===== src/rtl/mult_pkg.sv =====
`default_nettype none
// ============================================================================
//  Module   : mult_pkg
//  Purpose  : Shared types and constants for the shift-and-add multiplier
//             sequencer and its datapath (state encoding, register selects,
//             operand-load codes, control word layout).
//  Revision : 1.0  initial release
// ============================================================================
package mult_pkg;

    localparam int NREG = 5;

    // One-hot register-file selects
    localparam logic [NREG-1:0] R1 = 5'b00001;  // multiplicand (shifted left)
    localparam logic [NREG-1:0] R2 = 5'b00010;  // multiplier (shifted right)
    localparam logic [NREG-1:0] R3 = 5'b00100;  // partial product
    localparam logic [NREG-1:0] R4 = 5'b01000;  // accumulator / result
    localparam logic [NREG-1:0] R5 = 5'b10000;  // constant 1

    // External operand selects driven onto Z by the top level
    localparam logic [1:0] LD_MCAND  = 2'd0;
    localparam logic [1:0] LD_MPLIER = 2'd1;
    localparam logic [1:0] LD_ONE    = 2'd2;

    // Sequencer states; codes 10..15 are illegal
    typedef enum logic [3:0] {
        S_IDLE = 4'd0,
        S_LD1  = 4'd1,
        S_LD2  = 4'd2,
        S_LD5  = 4'd3,
        S_CLR  = 4'd4,
        S_PP   = 4'd5,
        S_ADD  = 4'd6,
        S_SHL  = 4'd7,
        S_SHR  = 4'd8,
        S_DONE = 4'd9
    } state_t;

    // Full control word produced by the decoder
    typedef struct packed {
        logic [NREG-1:0] rd_en_a;
        logic [NREG-1:0] rd_en_b;
        logic [NREG-1:0] wr_en;
        logic            add_en;
        logic            shift_en;
        logic            ppgen_en;
        logic            left_right;
        logic            ext_drv;
        logic [1:0]      ld_sel;
        logic            busy;
        logic            done;
        logic            err;
        logic            last_iter;  // SHR of the final iteration
    } ctrl_t;

endpackage : mult_pkg
`default_nettype wire


===== src/rtl/mult_ctrl_decode.sv =====
`default_nettype none
// ============================================================================
//  Module   : mult_ctrl_decode
//  Purpose  : Combinational Moore decode of (state, iteration counter) into
//             the datapath control word. Illegal encodings raise err only.
//  Revision : 1.0  initial release
// ============================================================================
module mult_ctrl_decode
    import mult_pkg::*;
#(
    parameter int WIDTH = 16,
    localparam int CNT_W = $clog2(WIDTH)
) (
    input  state_t           state,
    input  logic [CNT_W-1:0] cnt,
    output ctrl_t            ctrl
);

    localparam logic [CNT_W-1:0] C_CNT_LAST = CNT_W'(WIDTH - 1);

    // Control word per state; everything defaults to inactive
    always_comb begin
        ctrl = '0;
        case (state)
            S_IDLE: ;
            S_LD1: begin
                ctrl.busy    = 1'b1;
                ctrl.ext_drv = 1'b1;
                ctrl.ld_sel  = LD_MCAND;
                ctrl.wr_en   = R1;
            end
            S_LD2: begin
                ctrl.busy    = 1'b1;
                ctrl.ext_drv = 1'b1;
                ctrl.ld_sel  = LD_MPLIER;
                ctrl.wr_en   = R2;
            end
            S_LD5: begin
                ctrl.busy    = 1'b1;
                ctrl.ext_drv = 1'b1;
                ctrl.ld_sel  = LD_ONE;
                ctrl.wr_en   = R5;
            end
            S_CLR: begin
                // 1 >> 1 = 0 written into the accumulator
                ctrl.busy     = 1'b1;
                ctrl.rd_en_a  = R5;
                ctrl.rd_en_b  = R5;
                ctrl.shift_en = 1'b1;
                ctrl.wr_en    = R4;
            end
            S_PP: begin
                ctrl.busy     = 1'b1;
                ctrl.rd_en_a  = R1;
                ctrl.rd_en_b  = R2;
                ctrl.ppgen_en = 1'b1;
                ctrl.wr_en    = R3;
            end
            S_ADD: begin
                ctrl.busy    = 1'b1;
                ctrl.rd_en_a = R4;
                ctrl.rd_en_b = R3;
                ctrl.add_en  = 1'b1;
                ctrl.wr_en   = R4;
            end
            S_SHL: begin
                ctrl.busy       = 1'b1;
                ctrl.rd_en_a    = R1;
                ctrl.rd_en_b    = R5;
                ctrl.shift_en   = 1'b1;
                ctrl.left_right = 1'b1;
                ctrl.wr_en      = R1;
            end
            S_SHR: begin
                ctrl.busy      = 1'b1;
                ctrl.rd_en_a   = R2;
                ctrl.rd_en_b   = R5;
                ctrl.shift_en  = 1'b1;
                ctrl.wr_en     = R2;
                ctrl.last_iter = (cnt == C_CNT_LAST);
            end
            S_DONE: begin
                ctrl.rd_en_a = R4;
                ctrl.done    = 1'b1;
            end
            default: begin
                ctrl.err = 1'b1;
            end
        endcase
    end

endmodule : mult_ctrl_decode
`default_nettype wire


===== src/rtl/mult_seq_ctrl.sv =====
`default_nettype none
// ============================================================================
//  Module   : mult_seq_ctrl
//  Purpose  : Sequencer for the multi-cycle shift-and-add multiplier.
//             Holds the state register and iteration counter; the control
//             word is decoded by mult_ctrl_decode.
//  Revision : 1.0  initial release
// ============================================================================
module mult_seq_ctrl
    import mult_pkg::*;
#(
    parameter int WIDTH = 16
) (
    input  logic            clk,
    input  logic            rst,
    input  logic            start,
    output logic [NREG-1:0] rd_enA,
    output logic [NREG-1:0] rd_enB,
    output logic [NREG-1:0] wr_en,
    output logic            add_en,
    output logic            shift_en,
    output logic            ppgen_en,
    output logic            left_right,
    output logic            ext_drv,
    output logic [1:0]      ld_sel,
    output logic            busy,
    output logic            done,
    output logic            err
);

    localparam int               CNT_W      = $clog2(WIDTH);
    localparam logic [CNT_W-1:0] C_CNT_LAST = CNT_W'(WIDTH - 1);

    state_t           r_state;
    state_t           w_state_nxt;
    logic [CNT_W-1:0] r_cnt;
    logic [CNT_W-1:0] w_cnt_nxt;
    ctrl_t            w_ctrl;

    mult_ctrl_decode #(
        .WIDTH (WIDTH)
    ) u_decode (
        .state (r_state),
        .cnt   (r_cnt),
        .ctrl  (w_ctrl)
    );

    // State and iteration counter registers
    always_ff @(posedge clk) begin
        if (rst) begin
            r_state <= S_IDLE;
            r_cnt   <= '0;
        end else begin
            r_state <= w_state_nxt;
            r_cnt   <= w_cnt_nxt;
        end
    end

    // Next-state and counter update; illegal codes fall back to IDLE
    always_comb begin
        w_state_nxt = r_state;
        w_cnt_nxt   = r_cnt;
        case (r_state)
            S_IDLE: begin
                w_cnt_nxt = '0;
                if (start) w_state_nxt = S_LD1;
            end
            S_LD1:  w_state_nxt = S_LD2;
            S_LD2:  w_state_nxt = S_LD5;
            S_LD5:  w_state_nxt = S_CLR;
            S_CLR:  w_state_nxt = S_PP;
            S_PP:   w_state_nxt = S_ADD;
            S_ADD:  w_state_nxt = S_SHL;
            S_SHL:  w_state_nxt = S_SHR;
            S_SHR: begin
                if (w_ctrl.last_iter) begin
                    w_state_nxt = S_DONE;
                    w_cnt_nxt   = '0;
                end else begin
                    w_state_nxt = S_PP;
                    // saturating increment keeps the counter from wrapping
                    w_cnt_nxt   = (r_cnt == C_CNT_LAST) ? r_cnt : r_cnt + 1'b1;
                end
            end
            S_DONE: w_state_nxt = S_IDLE;
            default: begin
                w_state_nxt = S_IDLE;
                w_cnt_nxt   = '0;
            end
        endcase
    end

    assign rd_enA     = w_ctrl.rd_en_a;
    assign rd_enB     = w_ctrl.rd_en_b;
    assign wr_en      = w_ctrl.wr_en;
    assign add_en     = w_ctrl.add_en;
    assign shift_en   = w_ctrl.shift_en;
    assign ppgen_en   = w_ctrl.ppgen_en;
    assign left_right = w_ctrl.left_right;
    assign ext_drv    = w_ctrl.ext_drv;
    assign ld_sel     = w_ctrl.ld_sel;
    assign busy       = w_ctrl.busy;
    assign done       = w_ctrl.done;
    assign err        = w_ctrl.err;

endmodule : mult_seq_ctrl
`default_nettype wire

===== config.mk =====
export PLATFORM = sky130hd
export DESIGN_NAME = mult_seq_ctrl
export DESIGN_NICKNAME = d
export VERILOG_FILES = /design/src/rtl/mult_pkg.sv /design/src/rtl/mult_ctrl_decode.sv /design/src/rtl/mult_seq_ctrl.sv
export SDC_FILE = /design/constraint.sdc
export NUM_CORES = 1
export LEC_CHECK = 0
export CAP_MARGIN = 5
export CORE_MARGIN = 4
export CORE_UTILIZATION = 43
export DETAILED_ROUTE_END_ITERATION = 8
export GPL_ROUTABILITY_DRIVEN = 1
export PLACE_DENSITY = 0.94
export REMOVE_ABC_BUFFERS = 1
export SLEW_MARGIN = 20
export SYNTH_ARGS = -nofsm -noshare
export SYNTH_HDL_FRONTEND = slang
export SYNTH_SLANG_ARGS = --single-unit

===== constraint.sdc =====
create_clock -name clk -period 3.11 [get_ports clk]
set_input_delay 0.311 -clock clk [delete_from_list [all_inputs] [get_ports clk]]
set_output_delay 0.311 -clock clk [all_outputs]
set_load 0.02 [all_outputs]

==> impl_metrics.yaml <==
logic_synthesis:
  ys_types: 34
  yosys_warnings: 0
  synth_top_cell_by_area: "dfxtp_1"
  yosysTopAreaCellShare_pct: 26.02
  synthFlopType: "dfxtp_1"
  synthesis.area_sq_um: 615.6
  synthCells: 83
  synth_common_cells: "9 x nor2_1, 8 x dfxtp_1, 6 x nor3_1"
  synth_edf_count: 0
  ys_ff_latch: 8
  yosysMostFrequentCell: "nor2_1"
  synthTopCellsByArea: "dfxtp_1 26%, nor2_1 5.5%, nor2b_1 5.1%"
  yosysSeqAreaShare_pct: 26.02
  synthArstFlopShare_pct: 0
  syn_avg_cell_area_sq_um: 7.417
power:
  p_clk_share_pct: 27.2
  p_leak_uw: 0.0003420
  power.switching_uw: 105.7
  p_sw_share_pct: 35.13
  power_density_nw_per_um2: 356.7
  sequentialPowerShare_pct: 41.9
  vdd_ir_drop_max_v: 0.0002476
  internal-power_uw: 195.1
  pwr-share-comb_pct: 30.9
floorplanning:
  dieArea_sq_um: 2101
  start_util_pct: 46.72
  die_h_um: 45.84
  rows: 13
  core_area_sq_um: 1318
  die_x_um: 45.84
  ios: 28
sta:
  relSlewSlack_pct: 63.55
  fin_crit_ns: 2.520
  rsz0062_at_grt: "false"
  timing.final.crit_share_pct: 81.03
  max_freq_mhz: 396.8
  finalSetupTns_ns: 0
  skew_ns: 0.0006654
  drv_slew: 0
  hold_violations: 0
  final-setup-viol-count: 0
  worstMarginPinSlew_ns: 0.5460
cts:
  cts_root_buffer: "clkbuf_4"
  numClockSinks: 8
  cts_setup_buffers: 0
  htreeDepth: 1
  cts_hold_buf: 0
  clk_path_buf_depth: 2
  cts_tree: "yes"
  cts_buffers: 3
  clk_transition_reported_paths_ns: 0.05
  clk_latency_ns: 0.26
  cts-resized-gates: 0
finish:
  seqCellArea_sq_um: 160.2
  fillers: 123
  final_cell_count_no_fill: 117
  antennaDiodeCount: 0
  fin_nets: 108
  multiInputGateArea_sq_um: 386.6
  drive_gt1_share_pct: 5.882
  syn_to_final_growth_pct: 36.99
  postLayoutCellArea_sq_um: 843.3
run:
  maxCapViolCount: 0
setup_path:
  path_cells: "or4b_4 -> o21ai_0 -> clkdlybuf4s50_1"
  arrival_ns: 2.21
  required_ns: 2.80
  timing.setup.critical_path_class: "flop to primary output"
  max_stage_delay_ns: 0.65
  cp_max_fo: 17
  start_kind: "flop"
  crit_buf_inv: 1
  crit_slowest_cell: "dfxtp_1"
  endpoint_kind: "primary output"
  crit_family: "flip-flops"
placement:
  dp.cells: 114
  place_area_sq_um: 820.8
  port_buffers: 24
  place_congestion: 0.8490
  dpl.hpwl_um: 1092
drt:
  routed_wl_um: 1548
  num_vias: 656
  dr.first_iter.drc_count: 24
  wl_per_cell_um: 13.23
  vias_per_cell: 5.607
  detail_route.first_pass.iterations: 4
  antenna_left: 0
  drc: 0
min_path:
  hp-class: "flop to flop"
status:
  status: "finished clean"
global_routing:
  track_usage_pct: 16.19
  first_global_vias: 550
  grt_overflow: 0
  antenna_found_initial: 0
  grt_max_degree: 18
  grt_pass1_wl_um: 2442
==> area by class of cell <==
| type | count | share of cell area (%) |
|---|---|---|
| sequential | 8 | 18.99 |
| tap | 15 | 2.226 |
| timing repair buffer | 24 | 28.49 |
| inverter | 4 | 1.780 |
| clock buffer | 3 | 2.671 |
| multi-input combinational | 63 | 45.85 |
==> stage by stage <==
stage | worst slack, ns | hold slack, ns | util (%) | power (uW)
floorplan | 1.246 | 0.3734 | - | 178.2
detailed placement | 0.8717 | 0.5139 | 62.30 | 220.2
CTS | 0.5879 | 0.5233 | 64.01 | 303.3
finish | 0.5899 | 0.5191 | 64.01 | 300.8
global placement | 0.9369 | 0.4998 | 62.30 | 218.4
global route | 0.4892 | 0.5493 | 64.01 | 316.5
==> layer usage <==
metal,wire (um),global-route usage (%)
met1,632,17.88
met5,0,0
met4,15,9.659
met2,761,27.58
met3,138,3.953
==> sequential cells by signal, summed over array words and instances (netlist names) <==
name and flops:
r_state 4, r_cnt 4
==> logic make-up (layout without fill, tap and decap cells) <==
| group | Yosys count | after routing | share of synthesized area (%) |
|---|---|---|---|
| simple gates | 41 | 41 | 37.60 |
| compound gates | 15 | 15 | 17.07 |
| buf+inv | 14 | 31 | 12.40 |
| flops | 8 | 8 | 26.02 |
| xor+xnor | 3 | 3 | 4.269 |
| fa+ha+maj | 1 | 1 | 2.032 |
| other cells | 1 | 3 | 0.6092 |
==> path summary, 6_finish.rpt <==
kind	depth (start not counted)	from	slack, ns	endpoint
min	2	r_cnt[0]	0.52	r_cnt[0]
max	3	r_state[3]	0.59	rd_enB[4]
max reg2reg	3	r_state[3]	1.30	r_cnt[0]
min reg2reg	2	r_cnt[0]	0.52	r_cnt[0]
==> cell usage in the layout (no fill, tap or decap) <==
cell type        Yosys  final
nand3_1              2      2
xor2_1               2      2
a21oi_1              2      2
o21a_1               1      1
nand2b_1             2      2
nor3_1               6      6
and2_1               1      1
nand2_1              3      3
or4b_4               1      1
nand4b_1             1      1
a211oi_1             1      1
a32oi_1              1      1
o21ai_0              4      4
conb_1               1      3
a21oi_2              1      1
ha_1                 1      1
nor2_1               9      9
a2111oi_0            1      1
o21ai_1              1      1
dfxtp_1              8      8
nor2b_1              5      5
or3_1                3      3
clkbuf_4             0      3
or2_2                1      1
inv_1                4      4
and3_1               3      3
xnor2_1              1      1
o41a_1               1      1
nor3b_1              4      4
clkdlybuf4s50_1      0     24
o31a_1               1      1
a311oi_1             1      1
==> worst reg2reg max path: cells and delay by family (launching register included) <==
family / cells / cell delay, ns
AND/OR/NAND/NOR: 2 / 0.95
flip-flops: 1 / 0.65
AO/OA/AOI/OAI: 1 / 0.14
==> power groups by stage <==
stage               Sequential, uW  Combinational [uW]  Clock (uW)
detailed placement             128                92.2           0
finish                         126                93.0        81.7
global placement               127                91.4           0
global route                   129                99.8        88.0
CTS                            126                93.2        84.4
floorplan                      123                55.0           0
Note: power is estimated with default switching activity, not from simulation.
